===== src/rtl/noc_pkg.sv =====
// Shared NoC definitions: flit width, flit type, input port indices and a
// constant-foldable clog2 helper used to size pointers and VC tags.
package noc_pkg;

  localparam int unsigned DATASIZE = 40;

  typedef logic [DATASIZE-1:0] flit_t;

  // Input port order: N, E, S, L
  localparam int unsigned PORT_N = 0;
  localparam int unsigned PORT_E = 1;
  localparam int unsigned PORT_S = 2;
  localparam int unsigned PORT_L = 3;

  function automatic int unsigned clog2(input int unsigned value);
    int unsigned result;
    result = 0;
    for (int unsigned v = value - 1; v > 0; v = v >> 1) begin
      result++;
    end
    return result;
  endfunction

endpackage


===== src/rtl/fifo_vc_sub.sv =====
// One virtual-channel FIFO, first-word-fall-through.
// Ports:
//   clk, rst_n      clock, asynchronous active-low reset
//   i_wdata/i_wr_en write flit and request
//   i_rd_en         pop request (ignored when empty)
//   o_rdata         head flit, forced to 0 while empty
//   o_empty_n       FIFO holds at least one flit
//   o_full/o_afull  registered from the next-state count
//   o_count         occupancy 0..DEPTH
//   o_ovf/o_udf     single-cycle event: write dropped / pop on empty
import noc_pkg::*;

module fifo_vc_sub #(
  parameter int unsigned DEPTH        = 8,
  parameter int unsigned WIDTH        = 3,
  parameter int unsigned DATASIZE     = noc_pkg::DATASIZE,
  parameter int unsigned AFULL_THRESH = 6
) (
  input  logic                clk,
  input  logic                rst_n,
  input  logic [DATASIZE-1:0] i_wdata,
  input  logic                i_wr_en,
  input  logic                i_rd_en,
  output logic [DATASIZE-1:0] o_rdata,
  output logic                o_empty_n,
  output logic                o_full,
  output logic                o_afull,
  output logic [WIDTH:0]      o_count,
  output logic                o_ovf,
  output logic                o_udf
);

  logic [DATASIZE-1:0] r_mem [DEPTH];
  logic [WIDTH-1:0]    r_wptr;
  logic [WIDTH-1:0]    r_rptr;
  logic [WIDTH:0]      r_count;
  logic                r_full;
  logic                r_afull;

  logic                w_push;
  logic                w_pop;
  logic [WIDTH:0]      w_count_d;

  always_comb begin
    w_pop     = i_rd_en && (r_count != '0);
    // A full FIFO still takes a write when its head is popped the same edge
    w_push    = i_wr_en && (!r_full || w_pop);
    w_count_d = r_count;
    if (w_push && !w_pop) begin
      w_count_d = r_count + (WIDTH+1)'(1);
    end else if (w_pop && !w_push) begin
      w_count_d = r_count - (WIDTH+1)'(1);
    end
  end

  always_ff @(posedge clk or negedge rst_n) begin
    if (!rst_n) begin
      r_wptr  <= '0;
      r_rptr  <= '0;
      r_count <= '0;
      r_full  <= 1'b0;
      r_afull <= 1'b0;
    end else begin
      if (w_push) r_wptr <= r_wptr + WIDTH'(1);
      if (w_pop)  r_rptr <= r_rptr + WIDTH'(1);
      r_count <= w_count_d;
      r_full  <= (w_count_d == (WIDTH+1)'(DEPTH));
      r_afull <= (w_count_d >= (WIDTH+1)'(AFULL_THRESH));
    end
  end

  // Storage is deliberately not reset
  always_ff @(posedge clk) begin
    if (w_push) begin
      r_mem[r_wptr] <= i_wdata;
    end
  end

  assign o_empty_n = (r_count != '0);
  assign o_rdata   = o_empty_n ? r_mem[r_rptr] : '0;
  assign o_full    = r_full;
  assign o_afull   = r_afull;
  assign o_count   = r_count;
  assign o_ovf     = i_wr_en && !w_push;
  assign o_udf     = i_rd_en && !o_empty_n;

endmodule


===== src/rtl/fifo_bank_vc.sv =====
// Router input-buffer bank: NUM_PORTS input ports, each demuxed by a per-flit VC
// tag into NUM_VC FWFT FIFOs (Q = NUM_PORTS*NUM_VC, q = port*NUM_VC + vc).
// Ports:
//   fifo_clk, rst_n  clock, asynchronous active-low reset
//   in_data/in_valid/in_vc  per-port write flit, request and target VC
//   rd_en            per-VC pop request
//   err_clr          synchronous clear of sticky error flags
//   out_data/out_valid      per-VC head flit (0 when empty) and non-empty
//   full/afull/pressure     per-VC status and occupancy
//   err_ovf          sticky per port: a write was dropped
//   err_udf          sticky per VC: pop requested while empty
import noc_pkg::*;

module fifo_bank_vc #(
  parameter int unsigned NUM_PORTS    = 4,
  parameter int unsigned NUM_VC       = 2,
  parameter int unsigned DEPTH        = 8,
  parameter int unsigned WIDTH        = noc_pkg::clog2(DEPTH),
  parameter int unsigned DATASIZE     = noc_pkg::DATASIZE,
  parameter int unsigned AFULL_THRESH = 6,
  parameter int unsigned VCW          = (NUM_VC > 1) ? noc_pkg::clog2(NUM_VC) : 1
) (
  input  logic                               fifo_clk,
  input  logic                               rst_n,
  input  logic [NUM_PORTS*DATASIZE-1:0]      in_data,
  input  logic [NUM_PORTS-1:0]               in_valid,
  input  logic [NUM_PORTS*VCW-1:0]           in_vc,
  input  logic [NUM_PORTS*NUM_VC-1:0]        rd_en,
  input  logic                               err_clr,
  output logic [NUM_PORTS*NUM_VC*DATASIZE-1:0]  out_data,
  output logic [NUM_PORTS*NUM_VC-1:0]        out_valid,
  output logic [NUM_PORTS*NUM_VC-1:0]        full,
  output logic [NUM_PORTS*NUM_VC-1:0]        afull,
  output logic [NUM_PORTS*NUM_VC*(WIDTH+1)-1:0] pressure,
  output logic [NUM_PORTS-1:0]               err_ovf,
  output logic [NUM_PORTS*NUM_VC-1:0]        err_udf
);

  localparam int unsigned Q = NUM_PORTS * NUM_VC;

  logic [VCW-1:0]       w_vc [NUM_PORTS];
  logic [NUM_PORTS-1:0] w_bad_vc;
  logic [Q-1:0]         w_wr_en;
  logic [Q-1:0]         w_vc_ovf;
  logic [Q-1:0]         w_udf_evt;
  logic [NUM_PORTS-1:0] w_ovf_evt;
  logic [NUM_PORTS-1:0] r_err_ovf;
  logic [Q-1:0]         r_err_udf;

  for (genvar p = 0; p < NUM_PORTS; p++) begin : g_port
    assign w_vc[p]     = in_vc[p*VCW +: VCW];
    // Tags beyond NUM_VC (only possible when NUM_VC is not a power of two) are dropped
    assign w_bad_vc[p] = in_valid[p] && (32'(w_vc[p]) >= NUM_VC);
  end

  for (genvar q = 0; q < Q; q++) begin : g_vc
    localparam int unsigned P = q / NUM_VC;
    localparam int unsigned V = q % NUM_VC;

    assign w_wr_en[q] = in_valid[P] && (32'(w_vc[P]) == V);

    fifo_vc_sub #(
      .DEPTH        (DEPTH),
      .WIDTH        (WIDTH),
      .DATASIZE     (DATASIZE),
      .AFULL_THRESH (AFULL_THRESH)
    ) u_fifo (
      .clk       (fifo_clk),
      .rst_n     (rst_n),
      .i_wdata   (in_data[P*DATASIZE +: DATASIZE]),
      .i_wr_en   (w_wr_en[q]),
      .i_rd_en   (rd_en[q]),
      .o_rdata   (out_data[q*DATASIZE +: DATASIZE]),
      .o_empty_n (out_valid[q]),
      .o_full    (full[q]),
      .o_afull   (afull[q]),
      .o_count   (pressure[q*(WIDTH+1) +: WIDTH+1]),
      .o_ovf     (w_vc_ovf[q]),
      .o_udf     (w_udf_evt[q])
    );
  end

  always_comb begin
    w_ovf_evt = w_bad_vc;
    for (int p = 0; p < NUM_PORTS; p++) begin
      for (int v = 0; v < NUM_VC; v++) begin
        w_ovf_evt[p] = w_ovf_evt[p] | w_vc_ovf[p*NUM_VC + v];
      end
    end
  end

  // A new error event outranks a clear in the same cycle
  always_ff @(posedge fifo_clk or negedge rst_n) begin
    if (!rst_n) begin
      r_err_ovf <= '0;
      r_err_udf <= '0;
    end else begin
      r_err_ovf <= (r_err_ovf & ~{NUM_PORTS{err_clr}}) | w_ovf_evt;
      r_err_udf <= (r_err_udf & ~{Q{err_clr}}) | w_udf_evt;
    end
  end

  assign err_ovf = r_err_ovf;
  assign err_udf = r_err_udf;

endmodule


===== config.mk =====
export PLATFORM = sky130hd
export DESIGN_NAME = fifo_bank_vc
export DESIGN_NICKNAME = d
export VERILOG_FILES = /design/src/rtl/noc_pkg.sv /design/src/rtl/fifo_vc_sub.sv /design/src/rtl/fifo_bank_vc.sv
export SDC_FILE = /design/constraint.sdc
export NUM_CORES = 2
export LEC_CHECK = 0
export ABC_CLOCK_PERIOD_IN_PS = 4300
export BUFFER_PORTS_ARGS = -buffer_cell sky130_fd_sc_hd__buf_2
export CAP_MARGIN = 20
export CELL_PAD_IN_SITES_DETAIL_PLACEMENT = 2
export CELL_PAD_IN_SITES_GLOBAL_PLACEMENT = 2
export CORE_MARGIN = 3
export CORE_UTILIZATION = 40
export DETAILED_ROUTE_END_ITERATION = 8
export PLACE_DENSITY = 0.68
export REMOVE_ABC_BUFFERS = 1
export SYNTH_ARGS = -nofsm -noshare
export SYNTH_HDL_FRONTEND = slang
export SYNTH_HIERARCHICAL = 1
export SYNTH_SLANG_ARGS = --single-unit

===== constraint.sdc =====
create_clock -name fifo_clk -period 4.3 [get_ports fifo_clk]
set_input_delay 0.645 -clock fifo_clk [delete_from_list [all_inputs] [get_ports fifo_clk]]
set_output_delay 0.645 -clock fifo_clk [all_outputs]
set_load 0.02 [all_outputs]

==> impl_metrics.tcl <==
set metrics [dict create \
    use_met3_pct 3.292 \
    routabilityCongestion 0.7434 \
    period_needed_ns 4.070 \
    clk_pin_slew_ns 0.06 \
    top_usage_layer "met2" \
    htreeDepth 5 \
    preCtsSetupSlack_ns 0.7755 \
    wl_mm 302.9 \
    dieArea_mm2 0.2635 \
    layout.nets 5696 \
    min_from "in_data[63]" \
    cts_resized 0 \
    utilization_pct 47.27 \
    portBuffers 566 \
    vias_per_cell 5.682 \
    ir_worst_vdd_mv 0.5315 \
    track_usage_pct 22.92 \
    yosysSeqAreaShare_pct 77.29 \
    grt_pass1_wl_mm 440.0 \
    max_freq_mhz 245.7 \
    synth_top_area_share_pct 74.67 \
    antenna_left 0 \
    core_mm2 0.2551 \
    overflow 0 \
    std_cell_rows 185 \
    clkSinkCount 2668 \
    worst-path-max-fanout 26 \
    worstSetupPathType "reg2out" \
    drcViolationCount 0 \
    synthXorXnorAreaFrac_pct 0.3403 \
    first_global_vias 57880 \
    tritoncts.num_buffers 303 \
    stdcell_area_mm2 0.1206 \
    holdPathStages 1 \
    clock_path_buffers 4 \
    hold_end "g_vc[2].u_fifo/r_mem[4][23]" \
    synthTopCellsByCount "2560 x edfxtp_1, 640 x mux4_2, 369 x nor2_1, 329 x mux2i_1, 127 x clkbuf_1" \
    synth_edf_count 2560 \
    rr_endpoint "g_vc[4].u_fifo/r_mem[6][9]" \
    fin_skew_ns 0.07912 \
    r2r_start "g_vc[4].u_fifo/o_count[0]" \
    ys.flop_type "edfxtp_1" \
    placed_cells 8544 \
    crit_chain "buf_4 > mux4_2 > mux2i_1 > nor2_1 > buf_2" \
    period_share_pct 94.65 \
    antenna_found_initial 39 \
    critPathBufInv 2 \
    ff2ff_setup_slack_ns 0.84 \
    max-slew-margin-rel_pct 34.34 \
    hold_viol 0 \
    netlist_area_mm2 0.1030 \
    synth.most_common_cell "edfxtp_1" \
    max_stage_delay_ns 0.78 \
    synth_mux_area_share_pct 17.36 \
    placed_area_mm2 0.1111 \
    status "completed" \
    syn_to_final_growth_pct 17.12 \
    first_pass_iters 5 \
    setup_viol 0 \
    power.leakage_nw 40.45 \
    tightest_slew_ns 0.9849 \
    vias 51620 \
    synth_adder_area_share_pct 0.3889 \
    drtIter0Drc 4897 \
    synth_top_family_by_area "multiplexers" \
    dp_hpwl_mm 182.6 \
    tns_ns 0 \
    fin_cells 9085 \
    cts-root-buf "clkbuf_16" \
    end_kind "primary output" \
    syn-instance-count 4688 \
    rsz0062_at_grt "false" \
    cts_tree "built" \
    initial_core_util_pct 40.36 \
    grt_max_degree 63 \
    required_ns 3.65 \
    p_per_area_mw_per_mm2 726.4 \
    worstSetupStartpointType "register" \
    use_met2_pct 39.26 \
    clk_latency_ns 0.95 \
    hold_ws_ns 0.1012 \
    cap_violations 0 \
    synth-warning-count 6 \
    maxSlewViolCount 0 \
    crit_path_top_delay_cell "dfrtp_4" \
    async_reset_ff_share_pct 4.048 \
    synth_area_leaders "edfxtp_1 75%, mux4_2 14%, mux2i_1 3.2%, dfrtp_1 2.6%, nor2_1 1.3%" \
    synth.distinct_cells 53 \
    avgSynthCellArea_um2 21.96 \
    p_total_mw 87.59 \
    die_h_um 513.3 \
    hp-class "in2reg" \
    crit_family "multiplexers" \
    yosys.area_share.simple_pct 2.685 \
    ios 567 \
    fin_ws_ns 0.2302 \
    worstRegToRegCells 9 \
    dieWidth_um 513.3 \
    ys_ff_latch 2668 \
    synth_top_area_cell "edfxtp_1" \
    drive_gt1_share_pct 33.95 \
    synth_compound_area_share_pct 0.8398 \
    use_met1_pct 31.02 \
    arrival_ns 3.42 \
    wire_per_inst_um 33.34 \
]
[flip-flops by register name, indices dropped and copies added (netlist names)]
| signal | cells |
|---|---|
| g_vc.u_fifo/o_count | 32 |
| g_vc.u_fifo/r_wptr | 24 |
| err_udf | 8 |
| err_ovf | 4 |
| g_vc.u_fifo/o_full | 8 |
| g_vc.u_fifo/r_rptr | 24 |
| g_vc.u_fifo/r_mem | 2560 |
| g_vc.u_fifo/o_afull | 8 |
[cell families after synthesis]
group | after synthesis
compound gates | 107
xor+xnor | 40
fa+ha+maj | 32
buf+inv | 268
flops | 2668
mux | 984
simple gates | 589
[per-layer routing]
metal | up-vias | part of all wire, %
li1 | 20930 | -
met1 | 28500 | 41
met2 | 1789 | 51
met3 | 393 | 5.4
met4 | 10 | 2.2
met5 | - | 0.020
[cell usage in the layout (no fill, tap or decap), drive strengths merged, types with 11 or more instances in the layout]
master | Yosys | final
mux2i | 329 | 329
and2 | 21 | 21
nand2 | 72 | 72
bufinv | 0 | 22
nor3 | 19 | 19
clkbuf | 127 | 376
o22ai | 15 | 15
xnor2 | 32 | 32
a21boi | 15 | 15
nor2 | 369 | 369
inv | 35 | 43
ha | 32 | 32
buf | 106 | 724
o31ai | 15 | 15
mux4 | 640 | 640
edfxtp | 2560 | 2560
o21ai | 11 | 11
dfrtp | 108 | 108
mux2 | 15 | 15
clkinv | 0 | 116
nand2b | 33 | 33
nor2b | 11 | 11
diode | 0 | 14
[final cells by class]
type | instances | area (µm²)
Antenna cell | 14 | 35.03
Clock buffer | 376 | 8054
Clock inverter | 149 | 1324
Fill cell | 22760 | 134500
Inverter | 35 | 131.4
Multi-Input combinational cell | 1752 | 22700
Sequential cell | 2668 | 79650
Tap cell | 3366 | 4212
Timing Repair Buffer | 725 | 4473
[worst reg2reg max path, cell delays in order (launching register included)]
cell,delay [ns]
dfrtp_1,0.43
inv_1,0.13
ha_1,0.26
nor3b_4,0.17
inv_2,0.09
nand2_1,0.16
a21boi_1,0.46
nand2b_1,0.36
nor2_4,0.63
buf_4,0.42
[where the power goes]
part / internal [mW] / switching (mW)
clock network: 14.6 / 10.5
logic: 11.2 / 17.4
registers: 31.0 / 2.91
total: 56.8 / 30.8
[how the worst max path moves through the flow]
stage | from | to | slack, ns | cells after the start
2_1_floorplan | g_vc[0].u_fifo/o_count[1] | g_vc[0].u_fifo/r_mem[1][0] | -0.94 | 8
3_3_place_gp | g_vc[4].u_fifo/o_count[0] | g_vc[4].u_fifo/r_mem[6][16] | 0.89 | 9
3_5_place_dp | g_vc[4].u_fifo/o_count[0] | g_vc[4].u_fifo/r_mem[6][29] | 0.78 | 9
4_1_cts | g_vc[6].u_fifo/r_rptr[0] | out_data[244] | 0.08 | 5
5_1_grt | g_vc[4].u_fifo/r_rptr[0] | out_data[190] | 0.03 | 5
6_report | g_vc[4].u_fifo/r_rptr[0] | out_data[176] | 0.23 | 5
[what timing repair did]
action / 4_1_cts / 5_1_grt
setup endpoints to repair: 0 / 2
hold endpoints to repair: 60 / 0
setup buffers: 0 / 1
hold buffers: 1 / 0
Note: power is estimated with default switching activity, not from simulation.
